`src/rtl/five_tuple_extract.sv`:
```
// five_tuple_extract: passive AXI4-Stream tap that pulls the IPv4 five-tuple
// out of each packet header and strobes it for one cycle.
`default_nettype none

module five_tuple_extract #(
    parameter int C_S_AXIS_DATA_WIDTH  = 256,
    parameter int C_S_AXIS_TUSER_WIDTH = 128
) (
    input  logic                              axi_aclk,
    input  logic                              axi_aresetn,
    input  logic [C_S_AXIS_DATA_WIDTH-1:0]    s_axis_tdata,
    input  logic [C_S_AXIS_DATA_WIDTH/8-1:0]  s_axis_tkeep,
    input  logic [C_S_AXIS_TUSER_WIDTH-1:0]   s_axis_tuser,
    input  logic                              s_axis_tvalid,
    input  logic                              s_axis_tready,
    input  logic                              s_axis_tlast,
    output logic [103:0]                      five_tuple_data,
    output logic                              data_valid
);

    localparam logic [1:0] c_WAIT_B0 = 2'd0;
    localparam logic [1:0] c_WAIT_B1 = 2'd1;
    localparam logic [1:0] c_WAIT_B2 = 2'd2;
    localparam logic [1:0] c_DRAIN   = 2'd3;

    logic [1:0]   r_state;
    logic [1:0]   r_beat_idx;
    logic [3:0]   r_ihl;
    logic [12:0]  r_frag;
    logic [7:0]   r_proto;
    logic [31:0]  r_src;
    logic [31:0]  r_dst;
    logic [15:0]  r_carry;
    logic [103:0] r_tuple;
    logic         r_valid;

    function automatic logic [7:0] f_byte(input logic [C_S_AXIS_DATA_WIDTH-1:0] d,
                                          input logic [4:0] n);
        return d[{n, 3'b000} +: 8];
    endfunction

    logic        w_beat;
    logic        w_hdr_ok;
    logic        w_l4;
    logic        w_near;
    logic [4:0]  w_off;
    logic [31:0] w_ports;
    logic [31:0] w_ports_b2;
    logic [31:0] w_dst_b1;
    logic        w_unused_ok;

    assign w_beat   = s_axis_tvalid & s_axis_tready;
    assign w_hdr_ok = ({f_byte(s_axis_tdata, 5'd12), f_byte(s_axis_tdata, 5'd13)} == 16'h0800)
                   && (f_byte(s_axis_tdata, 5'd14) >> 4 == 8'd4)
                   && (f_byte(s_axis_tdata, 5'd14) & 8'h0F) >= 8'd5;
    assign w_l4     = ((r_proto == 8'd6) || (r_proto == 8'd17)) && (r_frag == 13'd0);
    assign w_near   = (r_ihl <= 4'd11);

    // Port offset within the beat: 4*IHL+14 taken modulo 32. The same
    // formula lands on the right byte in beat1 (IHL<=11) and beat2 (IHL>=13).
    assign w_off    = {r_ihl[2:0], 2'b00} - 5'd18;
    assign w_ports  = {f_byte(s_axis_tdata, w_off),
                       f_byte(s_axis_tdata, w_off + 5'd1),
                       f_byte(s_axis_tdata, w_off + 5'd2),
                       f_byte(s_axis_tdata, w_off + 5'd3)};
    // IHL=12 places the source port in the last two bytes of beat1.
    assign w_ports_b2 = (r_ihl == 4'd12)
                      ? {r_carry, f_byte(s_axis_tdata, 5'd0), f_byte(s_axis_tdata, 5'd1)}
                      : w_ports;
    assign w_dst_b1 = {r_dst[31:16], f_byte(s_axis_tdata, 5'd0), f_byte(s_axis_tdata, 5'd1)};

    assign w_unused_ok = &{1'b0, s_axis_tkeep, s_axis_tuser, s_axis_tdata};

    always_ff @(posedge axi_aclk or negedge axi_aresetn) begin
        if (!axi_aresetn) begin
            r_state    <= c_WAIT_B0;
            r_beat_idx <= 2'd0;
            r_ihl      <= 4'd0;
            r_frag     <= 13'd0;
            r_proto    <= 8'd0;
            r_src      <= 32'd0;
            r_dst      <= 32'd0;
            r_carry    <= 16'd0;
            r_tuple    <= 104'd0;
            r_valid    <= 1'b0;
        end else begin
            r_valid <= 1'b0;
            if (w_beat) begin
                r_beat_idx <= s_axis_tlast ? 2'd0
                            : (r_beat_idx == 2'd3) ? 2'd3 : r_beat_idx + 2'd1;
                case (r_state)
                    c_WAIT_B0: begin
                        r_ihl   <= s_axis_tdata[115:112];
                        r_frag  <= {s_axis_tdata[164:160], f_byte(s_axis_tdata, 5'd21)};
                        r_proto <= f_byte(s_axis_tdata, 5'd23);
                        r_src   <= {f_byte(s_axis_tdata, 5'd26), f_byte(s_axis_tdata, 5'd27),
                                    f_byte(s_axis_tdata, 5'd28), f_byte(s_axis_tdata, 5'd29)};
                        r_dst   <= {f_byte(s_axis_tdata, 5'd30), f_byte(s_axis_tdata, 5'd31), 16'd0};
                        if (s_axis_tlast || r_beat_idx != 2'd0) begin
                            r_state <= c_WAIT_B0;
                        end else if (!w_hdr_ok) begin
                            r_state <= c_DRAIN;
                        end else begin
                            r_state <= c_WAIT_B1;
                        end
                    end
                    c_WAIT_B1: begin
                        r_dst <= w_dst_b1;
                        if (!w_l4 || w_near) begin
                            r_tuple <= {r_src, w_dst_b1, w_l4 ? w_ports : 32'd0, r_proto};
                            r_valid <= 1'b1;
                            r_state <= s_axis_tlast ? c_WAIT_B0 : c_DRAIN;
                        end else if (s_axis_tlast) begin
                            r_state <= c_WAIT_B0;
                        end else begin
                            r_carry <= {f_byte(s_axis_tdata, 5'd30), f_byte(s_axis_tdata, 5'd31)};
                            r_state <= c_WAIT_B2;
                        end
                    end
                    c_WAIT_B2: begin
                        r_tuple <= {r_src, r_dst, w_ports_b2, r_proto};
                        r_valid <= 1'b1;
                        r_state <= s_axis_tlast ? c_WAIT_B0 : c_DRAIN;
                    end
                    default: begin
                        if (s_axis_tlast) begin
                            r_state <= c_WAIT_B0;
                        end
                    end
                endcase
            end
        end
    end

    assign five_tuple_data = r_tuple;
    assign data_valid      = r_valid;

endmodule

`default_nettype wire

```
`config.mk`:
```
export PLATFORM = sky130hd
export DESIGN_NAME = five_tuple_extract
export DESIGN_NICKNAME = d
export VERILOG_FILES = /design/src/rtl/five_tuple_extract.sv
export SDC_FILE = /design/constraint.sdc
export NUM_CORES = 1
export LEC_CHECK = 0
export BUFFER_PORTS_ARGS = -buffer_cell sky130_fd_sc_hd__buf_2
export CORE_AREA = 2 2 207 209
export CTS_BUF_LIST = sky130_fd_sc_hd__clkbuf_8
export CTS_CLUSTER_SIZE = 16
export DETAILED_ROUTE_END_ITERATION = 6
export DIE_AREA = 0 0 209 211
export PLACE_DENSITY = 0.51
export SLEW_MARGIN = 20
export SYNTH_ARGS = -nofsm -noshare
export SYNTH_HDL_FRONTEND = slang
export SYNTH_SLANG_ARGS = --single-unit
```
`constraint.sdc`:
```
create_clock -name axi_aclk -period 4.4 [get_ports axi_aclk]
set_clock_uncertainty 0.2 [all_clocks]
set_input_delay 0.88 -clock axi_aclk [delete_from_list [all_inputs] [get_ports axi_aclk]]
set_output_delay 0.88 -clock axi_aclk [all_outputs]
set_load 0.03 [all_outputs]
```
==> parameters.txt <==
Parameter                              Value

GRT
  Total congestion overflow ... 0
  Global-route wire length before repair ... 61,370 µm
  GRT Total Usage ... 18.59%
  Number of global-route vias before repair ... 9,376
  Largest net degree at the start of global routing ... 75
  Antenna violations before repair ... 1

STA
  Slew Viols, Final ... 0
  Final critical delay including setup and external delays ... 3345 ps
  Number of hold-slack violations in the final timing report ... 0
  Setup repair after global routing missed its margin ... no
  Worst slew margin relative to its limit ... 25.96%
  Worst-case hold slack ... 43.80 ps
  Aggregate negative setup slack ... 0 ps
  Final count of negative-setup-slack endpoints ... 0
  Final worst-path cycle share ... 76.03%
  Actual transition at the worst max-transition pin ... 1083 ps
  Max Clk Rate ... 298.9 MHz

Synth
  Main combinational cell family by area after synthesis ... multiplexers
  Mux cell area share after synthesis ... 27.83%
  Sequential-to-total area share from yosys stat ... 47.52%
  Post-synthesis adder-cell area fraction ... 0.7772%
  Cell accounting for the most synthesized area ... sky130_fd_sc_hd__dfrtp_1
  Number of distinct library cell variants in the gate-level netlist after synthesis ... 47
  Cells taking the most area after synthesis ... sky130_fd_sc_hd__dfrtp_1 (48%), sky130_fd_sc_hd__mux2_2 (9.7%), sky130_fd_sc_hd__mux4_2 (6.4%), sky130_fd_sc_hd__mux2i_1 (5.7%), sky130_fd_sc_hd__mux2_4 (5.1%)
  Area share of the largest cell type after synthesis ... 47.52%
  XOR/XNOR share of the synthesized area ... 0.2220%
  Net Count, Synth ... 1,350
  Synthesized area ... 0.01127 mm²
  Warnings, synthesis ... 0
  Cells after Synth ... 922
  Total of flip-flops plus latches after synthesis ... 214
  Synth Area per Inst ... 12.22 µm²
  FFs w/ async S/R, synth ... 100.0%
  Post-synthesis simple-gate area fraction ... 7.172%
  Top_reg_cell synth ... sky130_fd_sc_hd__dfrtp_1
  Number of enable-type register cells in the synthesized netlist ... 0
  Fraction of the mapped netlist area in compound gates ... 12.55%

CTS
  CTS tree ... done
  Reg clk slew, reported paths ... 60 ps
  CTS root buffer ... sky130_fd_sc_hd__clkbuf_8
  Number of setup buffers added after CTS ... 0
  H-Tree Level Count ... 2
  Bufs on Longest Clock Path ... 3
  Hold_buf cts ... 0
  Resize count post-CTS ... 0
  Clock Sink Count ... 214
  Insertion delay to the later sink of the worst-skew pair ... 590 ps
  TritonCTS Buffers ... 43

Worst setup path
  Startpoint type of the worst setup path ... register
  Critical Setup Path Class ... register to register
  Required time of the critical path ... 4660 ps
  Data arrival time of the critical path ... 3600 ps
  Highest net fanout along the worst path ... 33
  Endpoint type of the worst setup path ... register

Min path
  Min-Delay Path Class ... primary input to async pin

Power and ir drop
  Part of the power in the clock network ... 17.3%
  Switching part of the total power ... 43.74%
  Part of the power in registers ... 28.4%
  Internal Pwr Total ... 6.715 mW
  NetSw ... 5.220 mW
  Worst VDD drop ... 0.3469 mV
  PwrDens ... 823.8 mW/mm²
  Gate power share ... 54.3%
  Leak Pwr ... 6.723 nW

Final layout
  Filler cells ... 4,179
  Commonest cells after routing, fill and taps aside ... sky130_fd_sc_hd__buf_2 (364), sky130_fd_sc_hd__dfrtp_1 (213), sky130_fd_sc_hd__mux2_2 (97)
  Layout cells sized above 1 ... 48.35%
  Most common cell after layout, fill and taps aside ... sky130_fd_sc_hd__buf_2
  Area of combinational cells with multiple inputs ... 0.005517 mm²
  Net count, final ... 1,703
  Area of all sequential standard cells ... 0.005356 mm²
  Layout Area Growth over Synthesis ... 28.56%

Routing
  Pre-antenna DRT Iters ... 5
  DR vias ... 9,162
  Count of routing violations after the opening detailed-route iteration ... 486
  Number of routed nets with antenna violations ... 0
  Wire length per cell after detailed routing ... 22.49 µm
  DRC violation count after routing ... 0
  Via count normalized by instance count ... 4.977
  Wirelength, routed ... 41,400 µm

Die
  Y dimension of the die ... 211 µm
  # IOs ... 526
  Die area ... 0.04410 mm²
  Effective utilization at floorplan ... 26.99%
  Site row count ... 75
  Core area ... 0.04176 mm²
  Horizontal die dimension ... 209 µm

Place
  Half-perimeter wire length after detailed placement ... 30,050 µm
  Final weighted congestion in routability-driven placement ... 0.9032
  Count of input and output buffers ... 365

Outcome
  Run status ... finished, final reports clean

Job
  Maximum Capacitance Violations ... 0
[flip-flops by register name, summed over array words and instances (netlist names)]
register	flops
five_tuple_data	104
r_dst	32
r_src	32
r_carry	16
r_frag	13
r_proto	8
r_ihl	4
r_beat_idx	2
r_state	2
data_valid	1
[power by group through the flow]
stage               Clock [mW]  Combinational (mW)  Sequential (mW)
CTS                       2.15                6.56             3.40
detailed placement           0                6.54             3.42
finish                    2.06                6.48             3.39
global placement             0                6.50             3.39
floorplan                    0                3.71             4.27
global route              2.23                6.98             3.51
[critical path: stages (launching register included)]
cell                        delay [ps]
sky130_fd_sc_hd__dfrtp_1           350
sky130_fd_sc_hd__clkinv_1           90
sky130_fd_sc_hd__buf_4             230
sky130_fd_sc_hd__ha_4              710
sky130_fd_sc_hd__buf_4             360
sky130_fd_sc_hd__mux4_2            590
sky130_fd_sc_hd__mux2_2            320
sky130_fd_sc_hd__nor2_1            100
sky130_fd_sc_hd__a2bb2oi_1         170
sky130_fd_sc_hd__a21oi_1            80
[synthesized netlist by cell type (2+ instances only)]
cell type and count:
sky130_fd_sc_hd__nor2_1 20, sky130_fd_sc_hd__mux2_4 38, sky130_fd_sc_hd__nand2_1 24, sky130_fd_sc_hd__mux2_1 10
sky130_fd_sc_hd__and2_1 4, sky130_fd_sc_hd__clkbuf_1 46, sky130_fd_sc_hd__and3_1 3, sky130_fd_sc_hd__a31oi_1 32
sky130_fd_sc_hd__o2111ai_1 16, sky130_fd_sc_hd__nand2b_1 16, sky130_fd_sc_hd__nor2b_1 17, sky130_fd_sc_hd__nor3_1 2
sky130_fd_sc_hd__buf_2 20, sky130_fd_sc_hd__mux4_2 32, sky130_fd_sc_hd__nor4b_1 2, sky130_fd_sc_hd__buf_1 2
sky130_fd_sc_hd__nand3_1 49, sky130_fd_sc_hd__buf_4 4, sky130_fd_sc_hd__o21ai_0 33, sky130_fd_sc_hd__dfrtp_1 214
sky130_fd_sc_hd__mux2i_1 64, sky130_fd_sc_hd__inv_1 3, sky130_fd_sc_hd__a22o_1 18, sky130_fd_sc_hd__buf_6 10
sky130_fd_sc_hd__a2111oi_0 16, sky130_fd_sc_hd__a21oi_1 83, sky130_fd_sc_hd__ha_1 7, sky130_fd_sc_hd__a2bb2oi_1 16
sky130_fd_sc_hd__and4bb_1 2, sky130_fd_sc_hd__mux2_2 97, sky130_fd_sc_hd__nor4_1 6
[through the flow]
step                      area, µm²  utilization [%]  setup WS (ps)  cells  power, mW
after CTS                     14480            34.68          984.0   1840      12.11
after global routing          14490            34.69          827.3   1840      12.72
after global placement        13640            32.67           1019   1769      9.882
after floorplan               11270                -           1372    922      7.974
after detailed placement      13640            32.67           1005   1769      9.958
final                         14490            34.69           1055   1841      11.93
[final cells by class]
| class | instances | area share (%) |
|---|---|---|
| multi-input cells | 621 | 38.08 |
| flip-flops and latches | 214 | 36.97 |
| repair buffers | 391 | 14.37 |
| clock buffers | 50 | 4.750 |
| well taps | 539 | 4.655 |
| clock inverters | 21 | 1.054 |
| inverters | 4 | 0.1036 |
| diodes | 1 | 0.01727 |
[worst paths after layout]
check                            start              endpoint  slack (ps)  cells past startpoint
setup / recovery              r_ihl[0]   five_tuple_data[10]        1050                      9
hold / removal             axi_aresetn  five_tuple_data[102]          40                      1
setup reg to reg              r_ihl[0]   five_tuple_data[10]        1050                      9
hold reg to reg              r_dst[23]             r_dst[23]         280                      2
max in group asynchronous  axi_aresetn   five_tuple_data[49]        3040                      2
min in group axi_aclk        r_dst[23]             r_dst[23]         280                      2
[kinds of logic after synthesis]
kind of cell,after synthesis
buf+inv,87
simple gates,150
flops,214
mux,241
xor+xnor,2
compound gates,221
fa+ha+maj,7
[layer usage]
metal | GRT usage, % | vias up | routed length, µm
met5 | 0 | - | 0
met4 | 7.020 | 0 | 1230
met1 | 26.03 | 4595 | 18720
met3 | 3.449 | 63 | 2222
met2 | 28.56 | 312 | 19230
li1 | - | 4192 | -
Note: power is estimated with default switching activity, not from simulation.
